--- config.mk ---
export PLATFORM = sky130hd
export DESIGN_NAME = rr_mux8to1
export DESIGN_NICKNAME = d
export VERILOG_FILES = /design/src/rtl/rr_mux8to1.sv
export SDC_FILE = /design/constraint.sdc
export NUM_CORES = 1
export LEC_CHECK = 0
export ABC_AREA = 1
export CAP_MARGIN = 40
export CORE_MARGIN = 2
export CORE_UTILIZATION = 43
export CTS_CLUSTER_DIAMETER = 60
export CTS_CLUSTER_SIZE = 8
export DETAILED_ROUTE_END_ITERATION = 6
export PLACE_DENSITY_LB_ADDON = 0.25
export SYNTH_ARGS = -nofsm -noshare
export SYNTH_HDL_FRONTEND = slang
export SYNTH_SLANG_ARGS = --single-unit
--- constraint.sdc ---
create_clock -name clk -period 12.2 [get_ports clk]
set_input_delay 2.44 -clock clk [delete_from_list [all_inputs] [get_ports clk]]
set_output_delay 2.44 -clock clk [all_outputs]
set_load 0.01 [all_outputs]
--- src/rtl/rr_mux8to1.sv ---
// rr_mux8to1: eight-channel round-robin merge of valid/ready streams into a
// single registered output stream. Each output word is tagged with its source
// channel on out_sel so a downstream 1-to-8 demux can route it back.
module rr_mux8to1 #(
    parameter int W = 8
) (
    input  logic           clk,
    input  logic           rst_n,
    input  logic [7:0]     in_valid,
    input  logic [8*W-1:0] in_data,
    output logic [7:0]     in_ready,
    output logic           out_valid,
    output logic [W-1:0]   out_data,
    output logic [2:0]     out_sel,
    input  logic           out_ready
);

    // Output register and round-robin pointer.
    logic           out_valid_q, out_valid_d;
    logic [W-1:0]   out_data_q,  out_data_d;
    logic [2:0]     out_sel_q,   out_sel_d;
    logic [2:0]     last_q,      last_d;

    // Arbitration signals.
    logic [7:0]     rot_req;     // requests re-ordered so bit 0 is channel last+1
    logic           found;
    logic [2:0]     offset;
    logic [2:0]     winner;
    logic           load;
    logic           grant_en;
    logic [W-1:0]   chan_data [8];
    logic [W-1:0]   win_data;

    genvar gi;

    // Rotate the request vector so the search always starts at bit 0, and
    // split the flat data bus into per-channel words.
    generate
        for (gi = 0; gi < 8; gi++) begin : g_chan
            logic [2:0] ch;
            // 3'(8) wraps to 0, so the last slot is the pointer itself.
            assign ch            = last_q + 3'(gi + 1);
            assign rot_req[gi]   = in_valid[ch];
            assign chan_data[gi] = in_data[gi*W +: W];
        end
    endgenerate

    // Priority-encode the rotated requests: the lowest set bit is the channel
    // closest after the last grant.
    always_comb begin
        found  = 1'b0;
        offset = 3'd0;
        for (int i = 7; i >= 0; i--) begin
            if (rot_req[i]) begin
                found  = 1'b1;
                offset = 3'(i);
            end
        end
        winner = last_q + offset + 3'd1;
    end

    // The output register can take a new word when empty or being drained.
    // Reset also blocks grants so no source sees a handshake while held.
    assign load     = !out_valid_q || out_ready;
    assign grant_en = rst_n && load && found;
    assign win_data = chan_data[winner];

    // One-hot accept strobe; depends only on valids, pointer and load.
    generate
        for (gi = 0; gi < 8; gi++) begin : g_ready
            assign in_ready[gi] = grant_en && (winner == 3'(gi));
        end
    endgenerate

    // Next-state: load the winner, or go empty if nobody requests; hold
    // everything while the downstream stalls a full register.
    always_comb begin
        out_valid_d = out_valid_q;
        out_data_d  = out_data_q;
        out_sel_d   = out_sel_q;
        last_d      = last_q;
        if (load) begin
            if (found) begin
                out_valid_d = 1'b1;
                out_data_d  = win_data;
                out_sel_d   = winner;
                last_d      = winner;
            end else begin
                out_valid_d = 1'b0;
            end
        end
    end

    // State registers; pointer resets to 7 so channel 0 is searched first.
    always_ff @(posedge clk or negedge rst_n) begin
        if (!rst_n) begin
            out_valid_q <= 1'b0;
            out_data_q  <= '0;
            out_sel_q   <= 3'd0;
            last_q      <= 3'd7;
        end else begin
            out_valid_q <= out_valid_d;
            out_data_q  <= out_data_d;
            out_sel_q   <= out_sel_d;
            last_q      <= last_d;
        end
    end

    assign out_valid = out_valid_q;
    assign out_data  = out_data_q;
    assign out_sel   = out_sel_q;

endmodule

# Yosys cells after proc, flatten, opt, wreduce, memory -nomap -nowiden
# Cells that the tools add are included.
[totals]
output_inout_bits = 20
ff_bits = 15
wordCells = 80
[op_classes]
eq_ne = 7
n_reduce_logical = 14
mux = 36
bitwise_logic = 1
n_addsub = 9
magnitude_cmp = 9
[op_table]
columns = ["cell", "count"]
rows = [
  ["$lt A3 B4 Y1 const B", 8],
  ["$bmux W1 S3", 8],
  ["$bmux W8 S3", 1],
  ["$mux W3", 8],
  ["$mux W1", 17],
  ["$mux W8", 2],
  ["$add A3 B3 Y3 const B", 4],
  ["$eq A3 B3 Y1 const B", 4],
  ["$logic_and A1 B1 Y1", 10],
  ["$add A3 B1 Y3 const B", 2],
  ["$add A3 B2 Y3 const B", 2],
  ["$eq A3 B2 Y1 const B", 2],
  ["$ge A4 B4 Y1 const B", 1],
  ["$not A3 Y4", 1],
  ["$add A3 B3 Y3", 1],
  ["$eq A3 B1 Y1 const B", 1],
  ["$logic_not A3 Y1", 1],
  ["$reduce_and A2 Y1", 1],
  ["$logic_not A1 Y1", 1],
  ["$logic_or A1 B1 Y1", 1],
]

# Logic depth before layout (Yosys ltp)
[logic_depth]
depth_word = 16
depth_mapped = 24

# Worst setup path after synthesis
# OpenSTA, ideal clock, no wires.
[synth_path]
path_type = "input to output"
from = "in in_valid[3]"
to = "out in_ready[4]"
path_slack_ns = 5.045
required_ns = 9.760
n_path_buf = 0
t_arrival_ns = 4.715
stages = 18
path_cell_list = "nand2_1 nand3_1 nand3_1 nand2_1 a31oi_1 o21ai_0 nand2_1 nand2_1 nand2_1 ha_1 fa_1 xor2_1 inv_1 nand3_4 nand2_4 inv_1 nand2_1 nor2_1"
[synth_via]
elab_chain_len = 14
[synth_rtl]
columns = ["element", "line_no", "rtl"]
rows = [
  ["start: declaration", "9", "input logic [7:0] in_valid,"],
  ["$bmux W1 S3", "43", "assign rot_req[gi] = in_valid[ch];"],
  ["$mux W1 (implied by the code)", "43", ""],
  ["$mux W3 (8 in a row)", "54", "if (rot_req[i]) begin"],
  ["$add A3 B3 Y3", "59", "winner = last_q + offset + 3'd1;"],
  ["$add A3 B1 Y3", "59", ""],
  ["$eq A3 B3 Y1", "71", "assign in_ready[gi] = grant_en && (winner == 3'(gi));"],
  ["$logic_and A1 B1 Y1 (*)", "71", ""],
  ["end: declaration", "11", "output logic [7:0] in_ready,"],
]
# Every way passes the cells marked *; elsewhere a longest branch is shown, timed or not. The select of a mux whose other input is x is not followed.

# Final worst setup path
[layout_path]
from = "in in_valid[1]"
to = "out in_ready[7]"
# Same word-level chain as after synthesis.

==> impl_metrics.env <==
export IMPL_rsz0062_at_grt="no"
export IMPL_min_path_cells=2
export IMPL_finalMaxSlewViolations=0
export IMPL_slew_headroom=0.535
export IMPL_path_common_cell="nand2_1"
export IMPL_cts_tree="built"
export IMPL_synthCells=256
export IMPL_async_reset_ff_frac=1.00
export IMPL_drt_initial_drc_count=99
export IMPL_areaGrowthSynthToFinish_pct=54.6
export IMPL_cap_violations=0
export IMPL_critPathBufInv=4
export IMPL_synthTopCellsByArea="nand2_1 (20%), dfrtp_1 (17%), nand3_1 (9.2%)"
export IMPL_synthesis_area_mm2=0.00179
export IMPL_outcome="finished, final reports clean"
export IMPL_io_buffers=94
export IMPL_hold_path_class="reg2reg"
export IMPL_cts_hold_buf=0
export IMPL_ant_nets=0
export IMPL_dieArea_mm2=0.00469
export IMPL_grt_pass1_vias=1936
export IMPL_synth_top_cell_by_area="nand2_1"
export IMPL_syn_nets=335
export IMPL_die_x_um=68.5
export IMPL_viasPerCell=5.21
export IMPL_synth_flop_cell="dfrtp_1"
export IMPL_cts_clk_slew_worst_paths_ns=0.06
export IMPL_cts_root_buf="clkbuf_8"
export IMPL_die_y_um=68.5
export IMPL_crit_fanout=13
export IMPL_setup_viol=0
export IMPL_min_from="out_data[3]"
export IMPL_worst_slew_pin_slew_ns=0.695
export IMPL_arrival_ns=6.07
export IMPL_final_net_count=426
export IMPL_synth_top_area_share=0.199
export IMPL_ys_ff_latch=15
export IMPL_whs_endpoint="out_data[3]"
export IMPL_r2r_end="out_data[5]"
export IMPL_fmax_ghz=0.117
export IMPL_cts_sinks=15
export IMPL_reg2reg_depth=20
export IMPL_finalHoldViolations=0
export IMPL_tns_ns=0
export IMPL_clockBufferDepth=2
export IMPL_wl_per_cell_um=13.2
export IMPL_cp_required_ns=9.76
export IMPL_post_cts_buffers=0
export IMPL_grt_pass1_wl_um=8330
export IMPL_critPathSlowestCell="clkdlybuf4s50_1"
export IMPL_routed_wl_um=5220
export IMPL_grt_max_degree=19
export IMPL_r2r_start="last_q[0]"
export IMPL_start_util=0.447
export IMPL_drc=0
export IMPL_reg2reg_slack_ns=7.95
export IMPL_finalCritPeriodShare=0.698
export IMPL_grt_overflow=0
export IMPL_antennaDiodeCount=0
export IMPL_post_dp_cell_area_mm2=0.00272
export IMPL_layout_cells_most_common="nand2_1"
export IMPL_skew_ns=0.00416
export IMPL_layout_drive_gt1_share=0.150
export IMPL_ys_seq_area_frac=0.212
export IMPL_routed_via_count=2062
export IMPL_place_gp_congestion=0.842
export IMPL_final_cell_mix="nand2_1 (95), clkdlybuf4s50_1 (94), nand3_1 (33)"
export IMPL_cp_top_family="buffers and inverters"
export IMPL_insertion_delay_ns=0.24
export IMPL_grt_use_total=0.230
export IMPL_num_rows=23
export IMPL_h_tree_depth=1
export IMPL_cp_cell_sequence="clkdlybuf4s50_1 -> nand2_1 -> nand3_1 -> nand3_1 -> nand2_1 -> a31oi_1 -> o21ai_0 -> nand2_1 -> nand2_1 -> nand2_1 -> ha_1 -> fa_1 -> xor2_1 -> inv_1 -> nand3_4 -> nand2_4 -> inv_1 -> nand2_1 -> nor2_1 -> clkdlybuf4s50_1"
export IMPL_syn_avg_cell_area_um2=6.98
export IMPL_synth_edff_count=0
export IMPL_ios=95
export IMPL_critical_path_endpoint_type="primary output"
export IMPL_coreArea_mm2=0.00400
export IMPL_yosysWarnings=0
export IMPL_critPathKind="in2out"
export IMPL_numCtsBuffers=3
export IMPL_cp_slowest_stage_delay_ns=0.55
export IMPL_drt_pass1_iterations=4
export IMPL_post_route_cell_area_mm2=0.00276
export IMPL_min_period_ns=8.51
export IMPL_ys_types=32
export IMPL_start_kind="input port"
export IMPL_cts_resized=0
export IMPL_dp_hpwl_um=4420
export IMPL_antenna_found_initial=0
layer usage:
layer  vias up  share of wire  global-route usage
li1       1045              -                   -
met1       931           0.40               0.273
met2        80           0.53               0.436
met3         6          0.057              0.0378
met4         0          0.012              0.0325
met5         -              0                   0
cell usage after synthesis, types with 4 or more instances:
library cell  number
nand3_2            7
a22o_1             8
nand2_4            5
buf_2              4
o21ai_0            4
nor2_1            10
dfrtp_1           12
a221oi_1          16
nand2_2           20
inv_1              7
nand2_1           95
nand3_1           33
sequential cells by signal, indices dropped and copies added, names as in the netlist:
name and flops:
last_q 3, out_data 8, out_sel 3, out_valid 1
layout make-up:
type                            count  area [µm²]
Clock buffer                        3        41.3
Clock inverter                      1        5.00
Fill cell                         346        1240
Inverter                           14        57.6
Multi-Input combinational cell    218        1270
Sequential cell                    15         379
Tap cell                           50        62.6
Timing Repair Buffer               95         948
worst reg2reg max path, delay by kind of cell (launching register included):
family,cells,cell delay [ns]
compound gates,3,0.84
simple gates,10,0.81
buf+inv,4,0.73
flops,1,0.66
fa+ha+maj,3,1.07
kinds of logic after synthesis:
family	synth area share
buffers and inverters	0.0777
AND/OR/NAND/NOR	0.511
XOR/XNOR	0.0245
AO/OA/AOI/OAI	0.143
adder cells (fa/ha/maj)	0.0322
flip-flops	0.212
stage by stage:
step            util  std cells  hold WS [ns]  setup slack, ns
4_1_cts        0.691        396         0.480             3.72
3_5_place_dp   0.679        392         0.464             3.73
2_1_floorplan      -        256         0.507             5.04
6_report       0.691        396         0.477             3.69
5_1_grt        0.691        396         0.506             3.39
3_3_place_gp   0.679        392         0.463             3.80
worst max-delay path by stage:
| stage | cells past startpoint | slack [ns] | from | to |
|---|---|---|---|---|
| after CTS | 20 | 3.72 | in_valid[1] | in_ready[4] |
| final | 20 | 3.69 | in_valid[1] | in_ready[7] |
| after global routing | 20 | 3.39 | in_valid[7] | in_ready[4] |
| after detailed placement | 20 | 3.73 | in_valid[1] | in_ready[4] |
| after global placement | 20 | 3.80 | in_valid[3] | in_ready[7] |
| after floorplan | 18 | 5.04 | in_valid[3] | in_ready[4] |
Power is not shown: default switching activity piles up to over one toggle a cycle in this logic, so the estimate is an artifact.
